$ cat config.mk
export PLATFORM = sky130hd
export DESIGN_NAME = ni_flit_packetizer
export DESIGN_NICKNAME = d
export VERILOG_FILES = /design/src/rtl/ni_flit_packetizer.sv
export SDC_FILE = /design/constraint.sdc
export NUM_CORES = 1
export LEC_CHECK = 0
export ABC_AREA = 1
export ABC_CLOCK_PERIOD_IN_PS = 5600
export CORE_UTILIZATION = 45
export CTS_CLUSTER_SIZE = 12
export DETAILED_ROUTE_END_ITERATION = 8
export PLACE_DENSITY = 0.81
export RECOVER_POWER = 100
export SYNTH_ARGS = -nofsm -noshare
export SYNTH_HDL_FRONTEND = slang
export SYNTH_SLANG_ARGS = --single-unit
export TNS_END_PERCENT = 100
$ cat constraint.sdc
create_clock -name clk -period 5.6 [get_ports clk]
set_input_delay 1.4 -clock clk [delete_from_list [all_inputs] [get_ports clk]]
set_output_delay 1.4 -clock clk [all_outputs]
set_load 0.01 [all_outputs]
$ cat src/rtl/ni_flit_packetizer.sv
// ni_flit_packetizer: network-interface transmitter for a router local port.
// Takes a packet descriptor plus a stream of 28-bit payload words. It emits one
// header flit, (len-2) body flits and one tail flit. Flits go out one per cycle
// while the router FIFO reports space (tx_cts).
// Optional feature: define PARITY_EN to place even parity of flit[31:1] in bit 0.
// Without PARITY_EN, bit 0 of every flit is driven 0.
module ni_flit_packetizer #(
  parameter int DATA_WIDTH = 32,
  parameter int AXIS       = 4,
  parameter int LEN_W      = 12,
  parameter int PID_W      = 8
) (
  input  logic                  clk,
  input  logic                  rst,
  input  logic [AXIS-1:0]       cur_addr,
  input  logic                  pkt_valid,
  output logic                  pkt_ready,
  input  logic [AXIS-1:0]       pkt_dst,
  input  logic [LEN_W-1:0]      pkt_len,
  input  logic                  pl_valid,
  output logic                  pl_ready,
  input  logic [27:0]           pl_data,
  output logic [DATA_WIDTH-1:0] tx_data,
  output logic                  tx_drts,
  input  logic                  tx_cts,
  output logic                  busy,
  output logic                  pkt_sent,
  output logic                  len_err
);

  localparam logic [2:0] TYPE_HDR  = 3'b001;
  localparam logic [2:0] TYPE_BODY = 3'b010;
  localparam logic [2:0] TYPE_TAIL = 3'b100;

  typedef enum logic [1:0] {
    IDLE = 2'd0,
    HDR  = 2'd1,
    BODY = 2'd2,
    TAIL = 2'd3
  } state_t;

  state_t                  state_q, state_d;
  logic [DATA_WIDTH-1:0]   hdr_q;
  logic [LEN_W-1:0]        len_q;
  logic [LEN_W-1:0]        cnt_q;
  logic [PID_W-1:0]        pid_q;

  logic                    accept;
  logic                    short_len;
  logic [LEN_W-1:0]        eff_len;
  logic                    pending;
  logic                    last_body;
  logic [DATA_WIDTH-1:0]   flit;

  // Fill in bit 0 of an outgoing flit: even parity over [31:1], or a constant 0.
  function automatic logic [DATA_WIDTH-1:0] with_parity(input logic [DATA_WIDTH-1:0] f);
`ifdef PARITY_EN
    return {f[DATA_WIDTH-1:1], ^f[DATA_WIDTH-1:1]};
`else
    return {f[DATA_WIDTH-1:1], 1'b0};
`endif
  endfunction

  // Lengths below 2 cannot hold a header and a tail, so they are promoted to 2.
  assign short_len = (pkt_len < LEN_W'(2));
  assign eff_len   = short_len ? LEN_W'(2) : pkt_len;
  assign last_body = (cnt_q == (len_q - LEN_W'(3)));

  // Next-state logic plus the flit/handshake outputs, decoded from the current state.
  always_comb begin
    state_d   = state_q;
    flit      = '0;
    pending   = 1'b0;
    pl_ready  = 1'b0;
    pkt_ready = 1'b0;
    accept    = 1'b0;
    len_err   = 1'b0;
    pkt_sent  = 1'b0;
    case (state_q)
      IDLE: begin
        // Gated by rst so that every output reads 0 while reset is held.
        pkt_ready = !rst;
        accept    = pkt_valid && !rst;
        len_err   = accept && short_len;
        if (accept) state_d = HDR;
      end
      HDR: begin
        flit    = hdr_q;
        pending = 1'b1;
        if (tx_cts) state_d = (len_q > LEN_W'(2)) ? BODY : TAIL;
      end
      BODY: begin
        flit     = {TYPE_BODY, pl_data, 1'b0};
        pending  = pl_valid;
        pl_ready = tx_cts;
        if (pl_valid && tx_cts && last_body) state_d = TAIL;
      end
      TAIL: begin
        flit     = {TYPE_TAIL, pl_data, 1'b0};
        pending  = pl_valid;
        pl_ready = tx_cts;
        if (pl_valid && tx_cts) begin
          pkt_sent = 1'b1;
          state_d  = IDLE;
        end
      end
      default: state_d = IDLE;
    endcase
  end

  // The strobe follows tx_cts combinationally, so a flit is held, never dropped.
  assign tx_drts = pending && tx_cts;
  assign tx_data = pending ? with_parity(flit) : '0;
  assign busy    = (state_q != IDLE);

  // State, latched header, body counter and packet id.
  // An asynchronous reset aborts any packet in flight.
  always_ff @(posedge clk or posedge rst) begin
    if (rst) begin
      state_q <= IDLE;
      hdr_q   <= '0;
      len_q   <= '0;
      cnt_q   <= '0;
      pid_q   <= '0;
    end else begin
      state_q <= state_d;
      if (accept) begin
        len_q <= eff_len;
        cnt_q <= '0;
        hdr_q <= {TYPE_HDR, eff_len, pkt_dst, cur_addr, pid_q, 1'b0};
      end
      if ((state_q == BODY) && tx_drts) cnt_q <= last_body ? '0 : cnt_q + LEN_W'(1);
      if (pkt_sent) pid_q <= pid_q + PID_W'(1);
    end
  end

endmodule
Yosys cells after proc, flatten, opt, wreduce, memory -nomap -nowiden
Index checks and enable logic that the tools add are counted.

Bits of input ports: 53. Output and inout port bits: 38. Register bits: 63. Logic and storage cells: 49.

$add $sub $neg: 3. Reductions and logical operators: 12. Muxes and demuxes: 19. Eq/ne operators: 8. Order comparisons: 2.

Operator list (count): 32-bit one-hot mux with 3 select lines (1); 12-bit 2-to-1 mux (4); 32-bit 2-to-1 mux (1); 12-bit by 1-bit adder with 12-bit output, second input constant (1); 12-bit == test (1); 12-bit by 2-bit greater-than comparator with 1-bit output, second input constant (1); 12-bit by 2-bit < comparator with 1-bit output, second input constant (1); 12-bit by 2-bit subtractor with 12-bit output, second input constant (1); 8-bit by 1-bit adder with 8-bit output, second input constant (1); 2-bit 2-to-1 mux (4); 2-bit != test, second input constant (4); 2-bit one-hot mux with 4 select lines (1); 1-bit 2-to-1 mux (7); 1-bit logical AND (6); 2-bit == test, second input constant (2); 4-bit AND reduction (1); 2-bit nonzero test (2); 2-bit by 1-bit == test with 1-bit output, second input constant (1); 2-bit logical NOT (1); 1-bit one-hot mux with 2 select lines (1); 2-bit OR reduction (1); 1-bit logical NOT (1).

Depth between registers and ports, before layout
Depth after elaboration: 6. Gate-level depth with buffers: 14. Gate-level depth less buffers: 14.

Worst setup path after synthesis
OpenSTA, ideal clock, no wires.

Path kind: input port to output port. Start: in pkt_len[7]. End: out len_err. Slack: 1.949 ns. Stages on the path: 3. Arrival: 2.251 ns. Cells stage by stage: or2_2 > nor4_1 > and3_1.

Cells in the longest elaborated chain, start to end: 3.

Ends and longest elaborated chain: start, declared (RTL line 19) `input logic [LEN_W-1:0] pkt_len,`; 12-bit by 2-bit < comparator with 1-bit output (RTL line 65) `assign short_len = (pkt_len < LEN_W'(2));`; 1-bit logical AND (RTL line 84) `len_err = accept && short_len;`; 1-bit 2-to-1 mux (RTL line 79) `case (state_q)`; end, declared (RTL line 28) `output logic len_err`.

Every way passes these cells.

Final worst setup path
Start: in pl_valid. End: out tx_data[12].

Cells in the longest elaborated chain, start to end: 2.

Ends and longest elaborated chain: start, declared (RTL line 20) `input logic pl_valid,`; 1-bit one-hot mux with 2 select lines (RTL line 79); 32-bit 2-to-1 mux (RTL line 113) `assign tx_data = pending ? with_parity(flit) : '0;`; end, declared (RTL line 23) `output logic [DATA_WIDTH-1:0] tx_data,`.

Every way passes these cells.

==> results.md <==
STA:
- The worst path needs 4980 ps of the cycle, external delays included.
- In this run the tightest slew margin relative to its limit is -85.5%.
- The final critical-path share of the clock period is 88.9%.
- The total count of hold-check failures in the final report was 0.
- Setup repair after global routing left no endpoint under its margin.
- The top achievable clock speed is 201 MHz.
- In the final timing run, aggregate negative setup slack is 0 ps.
- The count of endpoints failing setup in the final report is 0.
- The worst setup skew after layout is between 8 and 9 ps.
- The number of pins exceeding their max-slew limit in the final report is 53.
- For the pin with the worst max-slew slack, the measured transition is 2780 ps.

Route:
- In this run, the number of DRC markers left after iteration 0 of detailed routing was roughly 190.
- After detailed routing, the average wire length per cell comes to 13.9 um.
- The routed layout has 3350 vias.
- Using the TritonRoute via totals, the vias-per-cell ratio works out to around 5.2.
- For this block, the routed nets add up to 8940 um of wire.
- The remaining number of nets flagged by the antenna check after routing is 0.
- The first TritonRoute pass finished after 4 iterations.
- The final routed DRC violation total is 0.

Synth:
- The net count of the mapped netlist is 523.
- The mean post-synth cell area is 7.16 um^2.
- The synthesized netlist occupies a cell area of 3300 um^2.
- The total number of yosys warnings is 0.
- The number of different library cells used by synthesis comes to 32.
- The sequential cell area fraction in the yosys report is between 30% and 40%.
- After synthesis the netlist holds a flip-flop and latch count of between 50 and 60.
- The synthesized netlist cell count is 461.

Setup path:
- Counting stages on the worst path, the most repeated cell is nor2_1.
- The critical path is of the in2out type.
- Counting both buffers and inverters, the worst setup path holds a total of 2.
- The capturing element type of the critical path is an output pin.
- Data on the critical path arrives at its endpoint at approximately 3600 ps.
- The critical path goes through clkdlybuf4s50_1 -> nor2_1 -> nor2_1 -> nand2_1 -> nor2_1 -> dlygate4sd3_1.
- The number of cells on the worst reg-to-reg path is 8.
- The data required time of the critical path is 4200 ps.
- The critical path startpoint category is an input port.
- The maximum single-stage delay on the critical path is 650 ps.
- The flop-to-flop setup slack is ~2500 ps.
- For this design, the slowest cell found on the critical path is dlygate4sd3_1.
- The cell class contributing the biggest share of worst-path delay is buffers and inverters.
- The maximum fanout along the worst path is 28.
- The critical register-to-register path startpoint is state_q[0].
- The endpoint of the worst-slack reg-to-reg timing path is cnt_q[11].

Min path:
- In this run the most critical hold path is launched from hdr_q[5].
- The number of cells on the worst hold path is 2.
- The tightest min-delay check is of the reg2reg type.
- The path with the worst hold slack has its endpoint at hdr_q[5].

Floorplan:
- In this run the core area contains 30 standard-cell rows.
- The core box area is approximately 6900 um^2.
- From left edge to right edge, the die measures roughly 90 um.
- The die covers 7680 um^2.
- Measured along the y axis, the die boundary spans approximately 88 um.
- The effective utilization at floorplan is a little under half.
- The number of top-level pins is 91.

Clock tree:
- The TritonCTS clock tree is done.
- The source-to-sink clock delay at the later pin of the worst-skew pair is 310 ps.
- Post-CTS repair changed the size of 0 cells.
- The worst-case clock buffer depth is 2.
- The clock net in this run drives a total of 51 sinks.
- The CTS buffer count is 5.
- The total number of H-tree levels is 2.
- The master cell of the clock root buffer is clkbuf_8.
- The setup fix buffers added after clock tree synthesis is 0.
- Buffers inserted to repair hold after CTS numbered 0.
- Clock-pin slew was measured on the worst setup and hold paths at 100 ps.

Pwr:
- Power spread over the standard cell area amounts to 502 nW/um^2.
- The worst-case IR drop observed on VDD is 0.444 mV.
- The leakage power summed over all cells is roughly 0.0021 uW.

Outcome:
- The run finished, with violations left.
- The final reports fail on max-capacitance violations, max-slew violations.

Final layout:
- In the final layout, the share of cells above drive strength 1 is 5.13%.
- After the last flow step, the layout net total stands at just over 600.
- The number of antenna diodes in the final layout is 0.
- The post-layout instance count excluding filler cells is 642.
- The synthesis-to-layout area growth is 32.1%.

Global routing:
- The pin count of the biggest net entering global routing is 53.
- The residual overflow from global routing is 0.
- The first global-routing pass estimated 14700 um of wire.
- The initial antenna violation count is 0.
- The overall routing resource usage is 24.2%.
- The number of global-route vias before repair is between 3000 and 4000.

Placed design:
- The number of cells in the design after placement is 634.
- Once detailed placement completed, the half-perimeter wirelength came to 6780 um.
- The number of buffers added on ports is between 80 and 90.
- The final RePlAce weighted congestion is 0.925.

Job:
- The max-capacitance violation count is 1.
[layout make-up]
type / count / area (um^2)
flip-flops and latches: 51 / 1280
multi-input cells: 338 / 1750
repair buffers: 92 / 902
clock inverters: 2 / 16.3
fillers: 599 / 2580
clock buffers: 6 / 82.6
inverters: 57 / 214
well taps: 96 / 120
[stage by stage]
stage	hold WS, ps	worst slack (ps)	util, %	power, uW	area (um^2)
after floorplan	439	1950	-	1540	3300
after global placement	453	836	61.5	1940	4270
after detailed placement	474	689	61.5	1990	4270
after CTS	496	687	62.9	2220	4370
after global routing	514	351	62.8	2390	4360
final	489	624	62.8	2190	4360
[where the power goes]
part	total [uW]	leakage [uW]	internal, uW	switching (uW)
clock	231	0.0000474	101	130
sequential	714	0.000624	528	186
combinational	1240	0.00146	498	745
[synthesized netlist by cell type (all sizes together)]
| cell | number | share of area, % |
|---|---|---|
| xnor2 | 4 | 1.1 |
| nand4 | 7 | 1.3 |
| conb | 1 | 0.11 |
| dfrtp | 51 | 39 |
| a221oi | 1 | 0.27 |
| o221ai | 1 | 0.27 |
| nor3 | 4 | 0.95 |
| and3 | 1 | 0.19 |
| o22ai | 8 | 1.5 |
| nor2 | 67 | 8.4 |
| o21bai | 1 | 0.23 |
| clkbuf | 13 | 1.5 |
| or2 | 2 | 0.38 |
| nand3 | 20 | 3.2 |
| inv | 57 | 6.5 |
| ha | 9 | 3.4 |
| a21oi | 8 | 1.2 |
| a22oi | 28 | 6.4 |
| o21ai | 26 | 3.9 |
| xor2 | 14 | 3.7 |
| nand2 | 131 | 15 |
| nor4 | 3 | 0.57 |
| buf | 2 | 0.38 |
| nand3b | 2 | 0.45 |
[metal layers]
layer / vias to the layer above / GRT usage, % / routed length [um]
met5: - / 0 / 0
met4: 0 / 6.11 / 129
met3: 13 / 4.43 / 400
met2: 99 / 41.1 / 4350
met1: 1587 / 32.1 / 4060
li1: 1651 / - / -
[worst register-to-register path: stages (launching register included)]
cell,delay [ps]
dfrtp_1,510
inv_1,110
ha_1,210
inv_1,140
nor2_1,80
nand2_1,90
clkbuf_1,1040
nand2_1,530
o21ai_0,330
[sequential cells by signal, summed over array words and instances (netlist names)]
register and count:
len_q 11, state_q 2, pid_q 8, hdr_q 18, cnt_q 12
[cell usage in the layout, fill, tap and decap left out, types with 3 or more instances in the layout]
cell type	count
a22oi_1	28
o22ai_1	8
clkdlybuf4s50_1	51
dlygate4sd3_1	38
a21oi_1	8
clkbuf_1	3
nand2_2	7
ha_1	9
nand2_1	124
nor2_2	7
nand4_1	7
nor3_1	3
dfrtp_1	51
clkbuf_8	6
xor2_1	14
xnor2_1	4
inv_1	55
o21ai_0	24
nor2_1	59
nor4_1	3
nand3_1	19
[logic make-up after synthesis]
logic type / Yosys count / synth area share [%]
AO/OA/AOI/OAI: 73 / 13.8
XOR/XNOR: 18 / 4.78
adder cells (fa/ha/maj): 9 / 3.41
buffers and inverters: 72 / 8.34
flip-flops: 51 / 38.7
other: 1 / 0.114
AND/OR/NAND/NOR: 237 / 30.9
[how the worst max path moves through the flow]
| stage | startpoint | end | slack [ps] | depth (start not counted) |
|---|---|---|---|---|
| after detailed placement | pl_valid | tx_data[12] | 690 | 6 |
| after CTS | pl_valid | tx_data[12] | 690 | 6 |
| after floorplan | pkt_len[7] | len_err | 1950 | 3 |
| final | pl_valid | tx_data[12] | 620 | 6 |
| after global placement | pl_valid | tx_data[7] | 840 | 6 |
| after global routing | rst | state_q[0] | 350 | 8 |
Power figures use the tool's default switching activity.
